--- src/rtl/bist_led_ctrl.sv ---
`default_nettype none
// ============================================================================
//  Module   : bist_led_ctrl
//  Brief    : Start/busy/done LED self-test sequencer with debounced switch
//             override of LED ownership.
//  Revision : 1.0 - initial release
// ============================================================================
module bist_led_ctrl #(
    parameter int TICK_DIV   = 10,
    parameter int DEB_CYCLES = 4,
    parameter int LOOPS      = 2
) (
    input  logic       clk,
    input  logic       rst_n,
    input  logic       start,
    input  logic [3:0] sw,
    output logic [3:0] led,
    output logic       busy,
    output logic       done,
    output logic       user_mode
);

    localparam logic [15:0] c_TICK_LAST = 16'(TICK_DIV - 1);
    localparam logic [7:0]  c_DEB       = 8'(DEB_CYCLES);
    localparam logic [7:0]  c_LOOPS     = 8'(LOOPS);

    localparam logic [2:0] S_IDLE  = 3'd0;
    localparam logic [2:0] S_FILL  = 3'd1;
    localparam logic [2:0] S_DRAIN = 3'd2;
    localparam logic [2:0] S_CLEAR = 3'd3;
    localparam logic [2:0] S_USER  = 3'd4;

    logic [3:0]  sw_s1_q, sw_s2_q, sw_s3_q, sw_db_q;
    logic [7:0]  deb_cnt_q, deb_cnt_d;
    logic [2:0]  state_q, state_d;
    logic [3:0]  led_q, led_d;
    logic [15:0] tick_q, tick_d;
    logic [1:0]  step_q, step_d;
    logic [7:0]  loop_q, loop_d;
    logic        done_q, done_d;

    logic        user_req;
    logic        step_evt;
    logic [7:0]  loop_inc;

    // deb_cnt holds the length of the current run of equal synchronised
    // samples, including the sample seen at this edge.
    always_comb begin
        deb_cnt_d = 8'd1;
        if (sw_s2_q == sw_s3_q) begin
            deb_cnt_d = (deb_cnt_q == c_DEB) ? deb_cnt_q : deb_cnt_q + 8'd1;
        end
    end

    always_ff @(posedge clk or negedge rst_n) begin
        if (!rst_n) begin
            sw_s1_q   <= 4'b0000;
            sw_s2_q   <= 4'b0000;
            sw_s3_q   <= 4'b0000;
            sw_db_q   <= 4'b0000;
            deb_cnt_q <= 8'd0;
        end else begin
            sw_s1_q   <= sw;
            sw_s2_q   <= sw_s1_q;
            sw_s3_q   <= sw_s2_q;
            deb_cnt_q <= deb_cnt_d;
            if (deb_cnt_d == c_DEB) begin
                sw_db_q <= sw_s2_q;
            end
        end
    end

    assign user_req = |sw_db_q;
    assign step_evt = (tick_q == c_TICK_LAST);
    assign loop_inc = loop_q + 8'd1;

    always_ff @(posedge clk or negedge rst_n) begin
        if (!rst_n) begin
            state_q <= S_IDLE;
            led_q   <= 4'b0000;
            tick_q  <= 16'd0;
            step_q  <= 2'd0;
            loop_q  <= 8'd0;
            done_q  <= 1'b0;
        end else begin
            state_q <= state_d;
            led_q   <= led_d;
            tick_q  <= tick_d;
            step_q  <= step_d;
            loop_q  <= loop_d;
            done_q  <= done_d;
        end
    end

    always_comb begin
        state_d = state_q;
        led_d   = led_q;
        tick_d  = tick_q;
        step_d  = step_q;
        loop_d  = loop_q;
        done_d  = 1'b0;

        // Switch override wins over everything and discards any running test.
        if (user_req && (state_q != S_USER)) begin
            state_d = S_USER;
            led_d   = sw_db_q;
            tick_d  = 16'd0;
            step_d  = 2'd0;
            loop_d  = 8'd0;
        end else begin
            case (state_q)
                S_IDLE: begin
                    led_d = 4'b0000;
                    if (start) begin
                        state_d = S_FILL;
                        tick_d  = 16'd0;
                        step_d  = 2'd0;
                        loop_d  = 8'd0;
                    end
                end
                S_FILL, S_DRAIN, S_CLEAR: begin
                    tick_d = step_evt ? 16'd0 : tick_q + 16'd1;
                    if (step_evt) begin
                        step_d = step_q + 2'd1;
                        if (state_q == S_FILL) begin
                            led_d = {1'b1, led_q[3:1]};
                            if (step_q == 2'd3) begin
                                state_d = S_DRAIN;
                            end
                        end else if (state_q == S_DRAIN) begin
                            led_d = {led_q[2:0], 1'b0};
                            if (step_q == 2'd3) begin
                                state_d = S_CLEAR;
                            end
                        end else begin
                            step_d = 2'd0;
                            led_d  = 4'b0000;
                            loop_d = loop_inc;
                            if ((c_LOOPS != 8'd0) && (loop_inc == c_LOOPS)) begin
                                state_d = S_IDLE;
                                done_d  = 1'b1;
                            end else begin
                                state_d = S_FILL;
                            end
                        end
                    end
                end
                S_USER: begin
                    if (user_req) begin
                        led_d = sw_db_q;
                    end else begin
                        state_d = S_IDLE;
                        led_d   = 4'b0000;
                    end
                end
                default: begin
                    state_d = S_IDLE;
                    led_d   = 4'b0000;
                end
            endcase
        end
    end

    always_comb begin
        led       = led_q;
        done      = done_q;
        busy      = (state_q == S_FILL) || (state_q == S_DRAIN) || (state_q == S_CLEAR);
        user_mode = (state_q == S_USER);
    end

endmodule
`default_nettype wire

--- config.mk ---
export PLATFORM = sky130hd
export DESIGN_NAME = bist_led_ctrl
export DESIGN_NICKNAME = d
export VERILOG_FILES = /design/src/rtl/bist_led_ctrl.sv
export SDC_FILE = /design/constraint.sdc
export NUM_CORES = 1
export LEC_CHECK = 0
export ABC_AREA = 1
export CAP_MARGIN = 0
export CORE_UTILIZATION = 40
export CTS_CLUSTER_DIAMETER = 40
export CTS_CLUSTER_SIZE = 16
export DETAILED_ROUTE_END_ITERATION = 16
export PLACE_DENSITY = 0.67
export SYNTH_ARGS = -nofsm -noshare
export SYNTH_HDL_FRONTEND = slang
export SYNTH_SLANG_ARGS = --single-unit
--- constraint.sdc ---
create_clock -name clk -period 1.7 [get_ports clk]
set_clock_uncertainty 0.1 [all_clocks]
set_input_delay 0.34 -clock clk [delete_from_list [all_inputs] [get_ports clk]]
set_output_delay 0.34 -clock clk [all_outputs]
set_load 0.1 [all_outputs]
==> results of run 1 <==
## through the flow
stage	cell area (µm²)	power [W]
after floorplan	3157	0.003302
after global placement	3628	0.004026
after detailed placement	3628	0.004073
after CTS	4000	0.005704
after global routing	4424	0.006642
final	4424	0.006294
## final timing paths
| check | start | to | slack (ps) | depth (start not counted) |
|---|---|---|---|---|
| max | state_q[0] | busy | -140 | 5 |
| min | sw_s1_q[0] | sw_s2_q[0] | 250 | 0 |
| max reg2reg | deb_cnt_q[0] | sw_db_q[2] | -60 | 9 |
| min reg2reg | sw_s1_q[0] | sw_s2_q[0] | 250 | 0 |
| max in group asynchronous | rst_n | state_q[0] | 810 | 3 |
| min in group asynchronous | rst_n | deb_cnt_q[1] | 420 | 3 |
## kinds of logic after synthesis
logic type               count (synthesis)
AND/OR/NAND/NOR                        224
XOR/XNOR                                13
AO/OA/AOI/OAI                           33
adder cells (fa/ha/maj)                  7
flip-flops                              58
buffers and inverters                   54
## cell type report
| class | instances | area share (%) |
|---|---|---|
| clock buffers | 12 | 3.507 |
| clock inverters | 4 | 1.669 |
| inverters | 51 | 4.977 |
| multi-input cells | 279 | 42.05 |
| flip-flops and latches | 58 | 32.86 |
| well taps | 102 | 2.885 |
| repair buffers | 52 | 12.05 |
## what timing repair did
action / in CTS / in global routing
setup buffers: 7 / 10
setup endpoints to repair: 13 / 33
cloned: 0 / 2
endpoints found under the hold margin: 58 / 0
pin swaps: 13 / 23
hold buffers: 1 / 0
gates resized for setup: 25 / 86
## sequential cells by signal, summed over array words and instances, names as in the netlist
name / flops
led: 4
state_q: 3
step_q: 2
sw_s3_q: 4
done: 1
tick_q: 16
sw_db_q: 4
loop_q: 8
sw_s2_q: 4
deb_cnt_q: 8
sw_s1_q: 4
## worst reg2reg max path: cells and delay by family, from the launching register on
| family | cells | cell delay, ps |
|---|---|---|
| DFF | 1 | 420 |
| and+or+nand+nor | 6 | 640 |
| buffers and inverters | 1 | 120 |
| adders and majority gates | 1 | 240 |
| xor gates and xnor gates | 1 | 140 |
## placed cells by master, fill, tap and decap left out, types with 3 or more instances in the layout
| cell | n |
|---|---|
| ha_4 | 4 |
| nor2_4 | 12 |
| buf_6 | 6 |
| nor3_2 | 5 |
| xor2_1 | 7 |
| inv_1 | 37 |
| nand2_8 | 3 |
| nor2_2 | 8 |
| nand3_1 | 19 |
| nor2_1 | 37 |
| a21oi_1 | 7 |
| inv_2 | 10 |
| clkbuf_8 | 11 |
| clkdlybuf4s50_1 | 5 |
| o21ai_1 | 4 |
| buf_12 | 8 |
| nand2_4 | 6 |
| o21ai_2 | 5 |
| dfrtp_1 | 56 |
| nand4_1 | 6 |
| nand3_2 | 3 |
| nand3b_1 | 7 |
| nand2_2 | 18 |
| buf_4 | 30 |
| o21ai_0 | 7 |
| xnor2_1 | 5 |
| nand2_1 | 88 |
| nand3_4 | 5 |
## routing by layer
| metal | up-vias | wire length (µm) | GRT usage, % |
|---|---|---|---|
| met5 | - | 0 | 0 |
| met4 | 0 | 113 | 9.259 |
| met3 | 13 | 241 | 3.788 |
| met2 | 38 | 3490 | 28.54 |
| met1 | 1279 | 3349 | 22.33 |
| li1 | 1369 | - | - |
## where the power goes
| group | leakage, nW | switching (W) | internal [W] |
|---|---|---|---|
| clock network | 0.117 | 0.000584 | 0.000906 |
| logic | 1.23 | 0.00180 | 0.00119 |
| registers | 0.755 | 0.000243 | 0.00157 |
==> metrics, run 1 <==
status=finished, violations left; failing checks=setup timing; final period utilization=108.1%; power density cells=1423 nW/µm²; final core utilization=57.55%; first-pass GRT wire length=11470 µm; yosys warns=0; Worst Path Required=1260 ps; multi-input logic area=1861 µm²; HPWL Detailed=4618 µm; CTS tree=done; final worst slack=-137.5 ps; hold_ws=251.0 ps; slew margin rel.=78.02%; CTS Root Cell=clkbuf_8; DRC viols=0; Primary FF master, synth=dfrtp_1; die width=90.79 µm; Hold Vio Cnt, Final=0; Finish-stage setup viols=9; Top Ports=14; Core Region=7687 µm²; post-synth top area share=46.03%; Starting Density=41.02%; vias in the first global route=2546; Simple-Gate Fraction of Synth Area=34.80%; Max Root-Sink Buffers=2; most frequent cells after synthesis=nand2_1 (104), dfrtp_1 (58), inv_1 (47), nor2_1 (47), nand3_1 (25); final wirelength=7196 µm; Max Freq=544.2 MHz; total track usage=17.71%; largest family of logic cells by synthesized area=simple AND/OR/NAND/NOR gates; Yosys cell types=34; CP max stage cell=dfrtp_2; adder and majority gate portion of the synthesized area=2.778%; Die ar.=8242 µm²; nets=465; global route overflow=0; Final Wtd Congestion=0.8663; FF+latch count, synth=58; unrepaired setup endpoints after global routing=yes; mux contribution to synthesized area=0%; Critical Path Fanout Max=2; Largest stage delay, worst path=430 ps; Post-synth ARST share=100.0%; setup TNS=-374.0 ps; P_leak=2.097 nW; Final Critical Period=1837 ps; Finished Layout Cells=558; Synth Net Count=403; Placement Rows=32; HP Class=reg2reg; CP startpoint kind=flop; placed insts=522; drt wl/cell=12.90 µm; WP data arrival=1400 ps; maximum vdd ir drop=1114 µV; number of DRC markers in iteration 0=150; # fillers=642; max_cap viols=0; pre-CTS WS=-99.79 ps; TritonCTS Sinks=58; CP Class=reg2out; Yosys top cell by area=dfrtp_1; Antenna Cells=0; ratio of cells with drive above 1 in the final layout=34.87%; syn_area_per_cell=8.105 µm²; critical path's top delay family=flip-flops; initial antenna violation count=0; CTS H-tree depth=3; Worst-path clk slew=70 ps; Syn Inst Count=389; vias post-DR=2699; Clock Latency Late Sink=350 ps; sequence of cells on the critical path=nor2_4 -> inv_2 -> nand2_4 -> clkinvlp_4 -> buf_12; Synth area leaders=dfrtp_1 (46%), nand2_1 (12%), inv_1 (5.6%), nor2_1 (5.6%), nand3_1 (4.0%); area fraction in compound gates after synthesis=6.032%; EDFF count, synth=0; Least-Margin Pin Slew=329.7 ps; Reg area=1454 µm²; Die Y=90.79 µm; Slew Viols, Final=0; Antenna Violating Nets Remaining=0; xor/xnor cell area share of the yosys netlist=3.611%; Initial DRT Pass Iterations=4; largest net degree at the start of global routing=59; WP buf/inv=3; Via density=4.837; cell area after synthesis=3153 µm²; Setup crit end kind=output port; CTS buffer count=9; I/O Buffers=13; register area share after synthesis=46.03%; most common cell in the netlist=nand2_1; area delta synth->final=40.32%
Note: power is estimated with default switching activity, not from simulation.
==> run 2: changes to the inputs <==
ABC_CLOCK_PERIOD_IN_PS = 1700   (was not set)
==> results of run 2 <==
No change in the layout: final DEF, timing and power equal those of run 1.
